[config.mk]
export PLATFORM = sky130hd
export DESIGN_NAME = reg_scoreboard_flat
export DESIGN_NICKNAME = d
export VERILOG_FILES = /design/src/rtl/reg_scoreboard_if.sv /design/src/rtl/reg_scoreboard.sv /design/src/flat_wrapper.sv
export SDC_FILE = /design/constraint.sdc
export NUM_CORES = 1
export LEC_CHECK = 0
export CORE_UTILIZATION = 60
export DETAILED_ROUTE_END_ITERATION = 10
export PLACE_DENSITY = 0.86
export SYNTH_ARGS = -nofsm -noshare
export SYNTH_HDL_FRONTEND = slang
export SYNTH_SLANG_ARGS = --single-unit
[constraint.sdc]
create_clock -name clk -period 6.6 [get_ports clk]
set_clock_uncertainty 0.1 [all_clocks]
set_input_delay 0.99 -clock clk [delete_from_list [all_inputs] [get_ports clk]]
set_output_delay 0.99 -clock clk [all_outputs]
set_load 0.02 [all_outputs]
[src/rtl/reg_scoreboard_if.sv]
// Bundles the issue, writeback, operand-check and status signals of reg_scoreboard.
// master drives the ID/WB requests; slave is the scoreboard itself.
interface reg_scoreboard_if #(
  parameter int ADDR_W   = 4,
  parameter int NUM_REGS = 16
);
  logic                flush;
  logic                issue_valid;
  logic                issue_wb_en;
  logic [ADDR_W-1:0]   issue_dest;
  logic                wb_valid;
  logic [ADDR_W-1:0]   wb_dest;
  logic [ADDR_W-1:0]   src1;
  logic [ADDR_W-1:0]   src2;
  logic                two_src;
  logic                hazard_detected;
  logic [NUM_REGS-1:0] busy_vec;
  logic                overflow_err;
  logic                underflow_err;

  modport master (
    output flush, issue_valid, issue_wb_en, issue_dest,
    output wb_valid, wb_dest, src1, src2, two_src,
    input  hazard_detected, busy_vec, overflow_err, underflow_err
  );

  modport slave (
    input  flush, issue_valid, issue_wb_en, issue_dest,
    input  wb_valid, wb_dest, src1, src2, two_src,
    output hazard_detected, busy_vec, overflow_err, underflow_err
  );
endinterface

[src/rtl/reg_scoreboard.sv]
// Per-register in-flight write counters for ID-stage hazard detection.
// Optional macro SCOREBOARD_WB_BYPASS_EN: a register whose last pending write commits this cycle reads as free.
module reg_scoreboard #(
  parameter int NUM_REGS = 16,
  parameter int ADDR_W   = 4,
  parameter int CNT_W    = 2
) (
  input  logic             clk,
  input  logic             rst_n,
  reg_scoreboard_if.slave  sb
);

  localparam logic [CNT_W-1:0] CNT_MAX  = {CNT_W{1'b1}};
  localparam logic [CNT_W-1:0] CNT_ONE  = CNT_W'(1);
  localparam logic [CNT_W-1:0] CNT_ZERO = '0;

  logic [NUM_REGS-1:0][CNT_W-1:0] cnt;
  logic [NUM_REGS-1:0]            inc_vec;
  logic [NUM_REGS-1:0]            dec_vec;
  logic [NUM_REGS-1:0]            busy_raw;
  logic [NUM_REGS-1:0]            busy_eff;
  logic                           hazard;
  logic                           ovf_hit;
  logic                           unf_hit;
  logic                           overflow_q;
  logic                           underflow_q;

  // Saturating counter step; simultaneous inc and dec cancel out even at zero.
  function automatic logic [CNT_W-1:0] cnt_next(input logic [CNT_W-1:0] c,
                                                input logic inc, input logic dec);
    cnt_next = c;
    if (inc && !dec && (c != CNT_MAX))
      cnt_next = c + CNT_ONE;
    else if (dec && !inc && (c != CNT_ZERO))
      cnt_next = c - CNT_ONE;
  endfunction

  function automatic logic sat_overflow(input logic [CNT_W-1:0] c,
                                        input logic inc, input logic dec);
    sat_overflow = inc && !dec && (c == CNT_MAX);
  endfunction

  function automatic logic sat_underflow(input logic [CNT_W-1:0] c,
                                         input logic inc, input logic dec);
    sat_underflow = dec && !inc && (c == CNT_ZERO);
  endfunction

  always_comb begin
    dec_vec  = '0;
    busy_raw = '0;
    busy_eff = '0;
    for (int i = 0; i < NUM_REGS; i++) begin
      dec_vec[i]  = sb.wb_valid && (sb.wb_dest == ADDR_W'(i));
      busy_raw[i] = (cnt[i] != CNT_ZERO);
`ifdef SCOREBOARD_WB_BYPASS_EN
      busy_eff[i] = busy_raw[i] && !(dec_vec[i] && (cnt[i] == CNT_ONE));
`else
      busy_eff[i] = busy_raw[i];
`endif
    end
  end

  // Only registered counts and current sources feed the stall; issue_dest never self-stalls.
  always_comb begin
    hazard = busy_eff[sb.src1] || (sb.two_src && busy_eff[sb.src2]);
  end

  always_comb begin
    inc_vec = '0;
    ovf_hit = 1'b0;
    unf_hit = 1'b0;
    for (int i = 0; i < NUM_REGS; i++) begin
      inc_vec[i] = sb.issue_valid && sb.issue_wb_en &&
                   (sb.issue_dest == ADDR_W'(i)) && !hazard;
      ovf_hit = ovf_hit || sat_overflow(cnt[i], inc_vec[i], dec_vec[i]);
      unf_hit = unf_hit || sat_underflow(cnt[i], inc_vec[i], dec_vec[i]);
    end
  end

  always_ff @(posedge clk or negedge rst_n) begin
    if (!rst_n) begin
      cnt         <= '0;
      overflow_q  <= 1'b0;
      underflow_q <= 1'b0;
    end else if (sb.flush) begin
      cnt <= '0;
    end else begin
      for (int i = 0; i < NUM_REGS; i++)
        cnt[i] <= cnt_next(cnt[i], inc_vec[i], dec_vec[i]);
      if (ovf_hit) overflow_q  <= 1'b1;
      if (unf_hit) underflow_q <= 1'b1;
    end
  end

  assign sb.hazard_detected = hazard;
  assign sb.busy_vec        = busy_raw;
  assign sb.overflow_err    = overflow_q;
  assign sb.underflow_err   = underflow_q;

endmodule

[src/flat_wrapper.sv]
// flat-port wrapper written by rule: the top's interface ports become plain ports
module reg_scoreboard_flat 
#(
  parameter int NUM_REGS = 16,
  parameter int ADDR_W   = 4,
  parameter int CNT_W    = 2
)
  (clk, rst_n, sb_flush, sb_issue_valid, sb_issue_wb_en, sb_issue_dest, sb_wb_valid, sb_wb_dest, sb_src1, sb_src2, sb_two_src, sb_hazard_detected, sb_busy_vec, sb_overflow_err, sb_underflow_err);
  reg_scoreboard_if #(.ADDR_W(ADDR_W), .NUM_REGS(NUM_REGS)) sb_i ();
  input  logic clk;
  input  logic rst_n;
  input wire logic [$bits(sb_i.flush)-1:0] sb_flush;
  input wire logic [$bits(sb_i.issue_valid)-1:0] sb_issue_valid;
  input wire logic [$bits(sb_i.issue_wb_en)-1:0] sb_issue_wb_en;
  input wire logic [$bits(sb_i.issue_dest)-1:0] sb_issue_dest;
  input wire logic [$bits(sb_i.wb_valid)-1:0] sb_wb_valid;
  input wire logic [$bits(sb_i.wb_dest)-1:0] sb_wb_dest;
  input wire logic [$bits(sb_i.src1)-1:0] sb_src1;
  input wire logic [$bits(sb_i.src2)-1:0] sb_src2;
  input wire logic [$bits(sb_i.two_src)-1:0] sb_two_src;
  output wire logic [$bits(sb_i.hazard_detected)-1:0] sb_hazard_detected;
  output wire logic [$bits(sb_i.busy_vec)-1:0] sb_busy_vec;
  output wire logic [$bits(sb_i.overflow_err)-1:0] sb_overflow_err;
  output wire logic [$bits(sb_i.underflow_err)-1:0] sb_underflow_err;
  assign sb_i.flush = sb_flush;
  assign sb_i.issue_valid = sb_issue_valid;
  assign sb_i.issue_wb_en = sb_issue_wb_en;
  assign sb_i.issue_dest = sb_issue_dest;
  assign sb_i.wb_valid = sb_wb_valid;
  assign sb_i.wb_dest = sb_wb_dest;
  assign sb_i.src1 = sb_src1;
  assign sb_i.src2 = sb_src2;
  assign sb_i.two_src = sb_two_src;
  assign sb_hazard_detected = sb_i.hazard_detected;
  assign sb_busy_vec = sb_i.busy_vec;
  assign sb_overflow_err = sb_i.overflow_err;
  assign sb_underflow_err = sb_i.underflow_err;
  reg_scoreboard #(.NUM_REGS(NUM_REGS), .ADDR_W(ADDR_W), .CNT_W(CNT_W)) u_core (.clk(clk), .rst_n(rst_n), .sb(sb_i));
endmodule
# == After elaboration in Yosys (flattened, before gate mapping) ==
# Cells that the tools add are included.
# classes
muxes,37
n_reduce_logical,262
magnitude_cmp,2
add_sub_neg,32
n_bitwise,1
n_eq_ne,62
# ops
operator,count
1-bit logical AND,146
"4-bit == test, second input constant",16
2-bit 2-to-1 mux,32
3-bit nonzero test,16
1-bit zero test,33
"2-bit by 1-bit adder with 2-bit output, second input constant",16
"2-bit == test, second input constant",16
"4-bit by 3-bit == test with 1-bit output, second input constant",8
2-bit zero test,16
32-bit 2-to-1 mux,1
"2-bit != test, second input constant",16
2-bit nonzero test,16
"2-bit by 1-bit subtractor with 2-bit output, second input constant",16
1-bit logical OR,31
"4-bit by 2-bit == test with 1-bit output, second input constant",4
"4-bit by 5-bit less-than comparator with 1-bit output, second input constant",2
1-bit binary-select mux with 4-bit select,2
"4-bit by 1-bit == test with 1-bit output, second input constant",2
4-bit zero test,2
2-bit AND reduction,2
1-bit 2-to-1 mux,2
1-bit inverter,1
# word_totals
in_bits,23
reg_bits,34
wordCells,414

# == Longest topological paths before layout ==
# depth
depth_word,26
depth_mapped,11

# == Worst setup path after synthesis ==
# Ideal clock, no wire load.
# synth_timing
path_kind,input-to-output
start,input port sb_src2[2]
end,output port sb_hazard_detected
required_time_ns,5.510
stages,5
path_slack_ns,3.221
arrival_time_ns,2.289
path_buffers,1
cell_sequence,clkbuf_1 mux4_2 o311ai_2 a211oi_1 or2_2
# synth_via
elab_chain_len,4
# synth_rtl
item,line,text
start: declaration,flat_wrapper.sv:19,input wire logic [$bits(sb_i.src2)-1:0] sb_src2;
1-bit binary-select mux with 4-bit select,reg_scoreboard.sv:65,hazard = busy_eff[sb.src1] || (sb.two_src && busy_eff[sb.src2]);
1-bit 2-to-1 mux (not written as such),reg_scoreboard.sv:65,
1-bit logical AND,reg_scoreboard.sv:65,
1-bit logical OR,reg_scoreboard.sv:65,
end: declaration,flat_wrapper.sv:21,output wire logic [$bits(sb_i.hazard_detected)-1:0] sb_hazard_detected;
# No other way between the ends. The select of a mux whose other input is x is not followed.

# == Worst setup path after layout ==
# Ends and elaborated chain as after synthesis.

==> results.cfg <==
[grt]
first_global_vias = 3241
grt_pass1_wl_um = 15000
antenna_found_initial = 0
grt_usage = 0.365
grt_max_degree = 38
grt.overflow.total = 0

[routing]
finalWirelength_um = 9360
wl_per_cell_um = 17.9
route.antenna.remaining_nets = 0
first_pass_iters = 5
vias = 3515
drt_iter0_drc = 294
viasPerCell = 6.73
drc = 0

[place]
dpl_cell_area_mm2 = 0.00352
gp_congestion = 0.976
place_inst = 514
pre_cts_ws_ps = 2160
dp_hpwl_um = 6910
io_buffer_count = 41

[worst_setup_path]
worstPathRequired_ps = 5510
crit_slowest_cell = clkdlybuf4s50_1
cpMostUsedCell = clkdlybuf4s50_1
crit_chain = clkdlybuf4s50_1 -> nor3b_1 -> o211ai_1 -> o311ai_2 -> a211oi_1 -> or2_2 -> clkdlybuf4s50_1
criticalPathCategory = primary input to output port
worstPathMaxFanout = 10
cp_top_family = buffers and inverters
reg2reg_depth = 9
worstPathArrival_ps = 3390
startpoint_type = primary input
path_buf_inv = 2
cp-end-kind = output port
path_depth = 7
critPathMaxStageDelay_ps = 590

[clock_network]
ctsHtreeMaxLevel = 2
insertion_delay_ps = 290
cts_tree = done
clockBufferDepth = 2
hold_buffers = 0
cts_setup_buffers = 0
clock-sinks = 34
numCtsBuffers = 5
cts_resized = 0
root_buffer = clkbuf_8
clk_pin_slew_ps = 70

[die]
pin_count = 42
dieHeight_um = 73.9
fp.dieArea_mm2 = 0.00546
dieWidth_um = 73.9
core_mm2 = 0.00485
initial_core_util = 0.639
rows = 25

[pwr]
peakVddDrop_mv = 0.144
power.density_mw_per_mm2 = 134
p_leak_nw = 1.61

[layout]
stdcell_count = 522
area_growth_pct = 16.5
antenna_cells = 0
postLayoutCellArea_mm2 = 0.00361
fin_nets = 477
drive_gt1_frac = 0.0703

[synth]
ys_seq_elements = 34
ys_warn_count = 0
synthTopCellsByCount = nor2_1 (53), a21oi_1 (50), nand2_1 (45)
synth_area_leader_cell = dfrtp_1
ys_top_cells_by_area = dfrtp_1 (27%), a21oi_1 (8.1%), nor2_1 (6.4%)
synth_edf_count = 0
syn_nets = 447
yosysTopAreaCellShare = 0.274
synth_cells = 424
synthArstFlopShare = 1.00
syn-mean-instance-area_um2 = 7.31
syn_area_mm2 = 0.00310
synth_seq_area_share = 0.274
synthFlopType = dfrtp_1
ys_types = 61
yosysMostFrequentCell = nor2_1

[sta]
fin_setup_tns_ps = 0
final_hold_viol_count = 0
finalSetupViolations = 0
setup_slack_ps = 2120
finalMaxSlewViolations = 0
slew_headroom = 0.360
whs_ps = 395
tightest_slew_ps = 958
rsz0062_at_grt = false
post-route-period-util = 0.679
max_freq_mhz = 223
fin_crit_ps = 4480

[min_path]
hold_class = flip-flop to flip-flop
holdPathStages = 2

[run_status]
status = complete, no violations

[run]
cap_violations = 0
==> final timing paths <==
| path | startpoint | endpoint | slack [ps] |
|---|---|---|---|
| setup / recovery | sb_src2[2] | sb_hazard_detected | 2120 |
| hold / removal | u_core.sb.overflow_err | u_core.sb.overflow_err | 390 |
| setup reg to reg | u_core.cnt[5] | u_core.sb.underflow_err | 2940 |
| hold reg to reg | u_core.sb.overflow_err | u_core.sb.overflow_err | 390 |
| max in group asynchronous | rst_n | u_core.cnt[31] | 5040 |
| min in group asynchronous | rst_n | u_core.cnt[16] | 1010 |
==> worst register-to-register path: cells and delay by family (launching register included) <==
kind / cells / cell delay, ps
and+or+nand+nor: 2 / 1170
DFF: 1 / 430
buffers and inverters: 1 / 110
muxes: 1 / 480
AOI/OAI and AO/OA: 5 / 1260
==> state kept, by name (all words and copies together), names as in the netlist <==
signal,cells
u_core.cnt,32
u_core.sb.overflow_err,1
u_core.sb.underflow_err,1
==> per-layer routing <==
metal	track usage	part of all wire	vias up
met4	0.165	0.031	0
li1	-	-	1627
met1	0.480	0.42	1638
met5	0	0	-
met3	0.0850	0.11	36
met2	0.571	0.45	214
==> per-stage QoR <==
step           power (mW)   util
4_1_cts             0.482  0.745
6_report            0.483  0.745
5_1_grt             0.499  0.745
3_5_place_dp        0.317  0.726
3_3_place_gp        0.316  0.726
2_1_floorplan       0.276      -
==> kinds of logic (layout without fill, tap and decap cells) <==
family | after synthesis | in the layout | share of synthesized area
simple gates | 194 | 194 | 0.316
mux | 13 | 13 | 0.0517
buf+inv | 39 | 70 | 0.0549
compound gates | 144 | 144 | 0.303
flops | 34 | 34 | 0.274
==> where the power goes <==
| part | internal (mW) | switching, mW | total [mW] |
|---|---|---|---|
| logic | 0.0393 | 0.0630 | 0.102 |
| registers | 0.211 | 0.00288 | 0.214 |
| clock network | 0.0839 | 0.0830 | 0.167 |
==> cell type report <==
type                            instances  area (um^2)
Clock buffer                            6         82.6
Clock inverter                          2         12.5
Multi-Input combinational cell        351         2080
Tap cell                               67         83.8
Timing Repair Buffer                   45          440
Sequential cell                        34          851
Fill cell                             410         1230
Inverter                               17         63.8
==> placed cells by master (no fill, tap or decap), drive strengths merged, types with 3 or more instances in the layout <==
cell / Yosys / routed
mux2: 4 / 4
nor3: 13 / 13
or2: 12 / 12
nand3: 19 / 19
o22ai: 4 / 4
nor4: 3 / 3
or3: 3 / 3
a21boi: 4 / 4
a21oi: 50 / 50
o21ai: 19 / 19
o211ai: 3 / 3
a41oi: 3 / 3
buf: 6 / 4
and3: 4 / 4
nand2: 45 / 45
o311ai: 3 / 3
and2: 6 / 6
a31oi: 10 / 10
clkdlybuf4s50: 0 / 41
a21o: 9 / 9
a211oi: 6 / 6
a22oi: 3 / 3
clkbuf: 16 / 6
dfrtp: 34 / 34
o21bai: 7 / 7
nand2b: 11 / 11
nand4: 9 / 9
inv: 17 / 17
mux2i: 7 / 7
nor2: 53 / 53
nor2b: 8 / 8
o2111ai: 3 / 3
(Power assumes the default switching activity.)
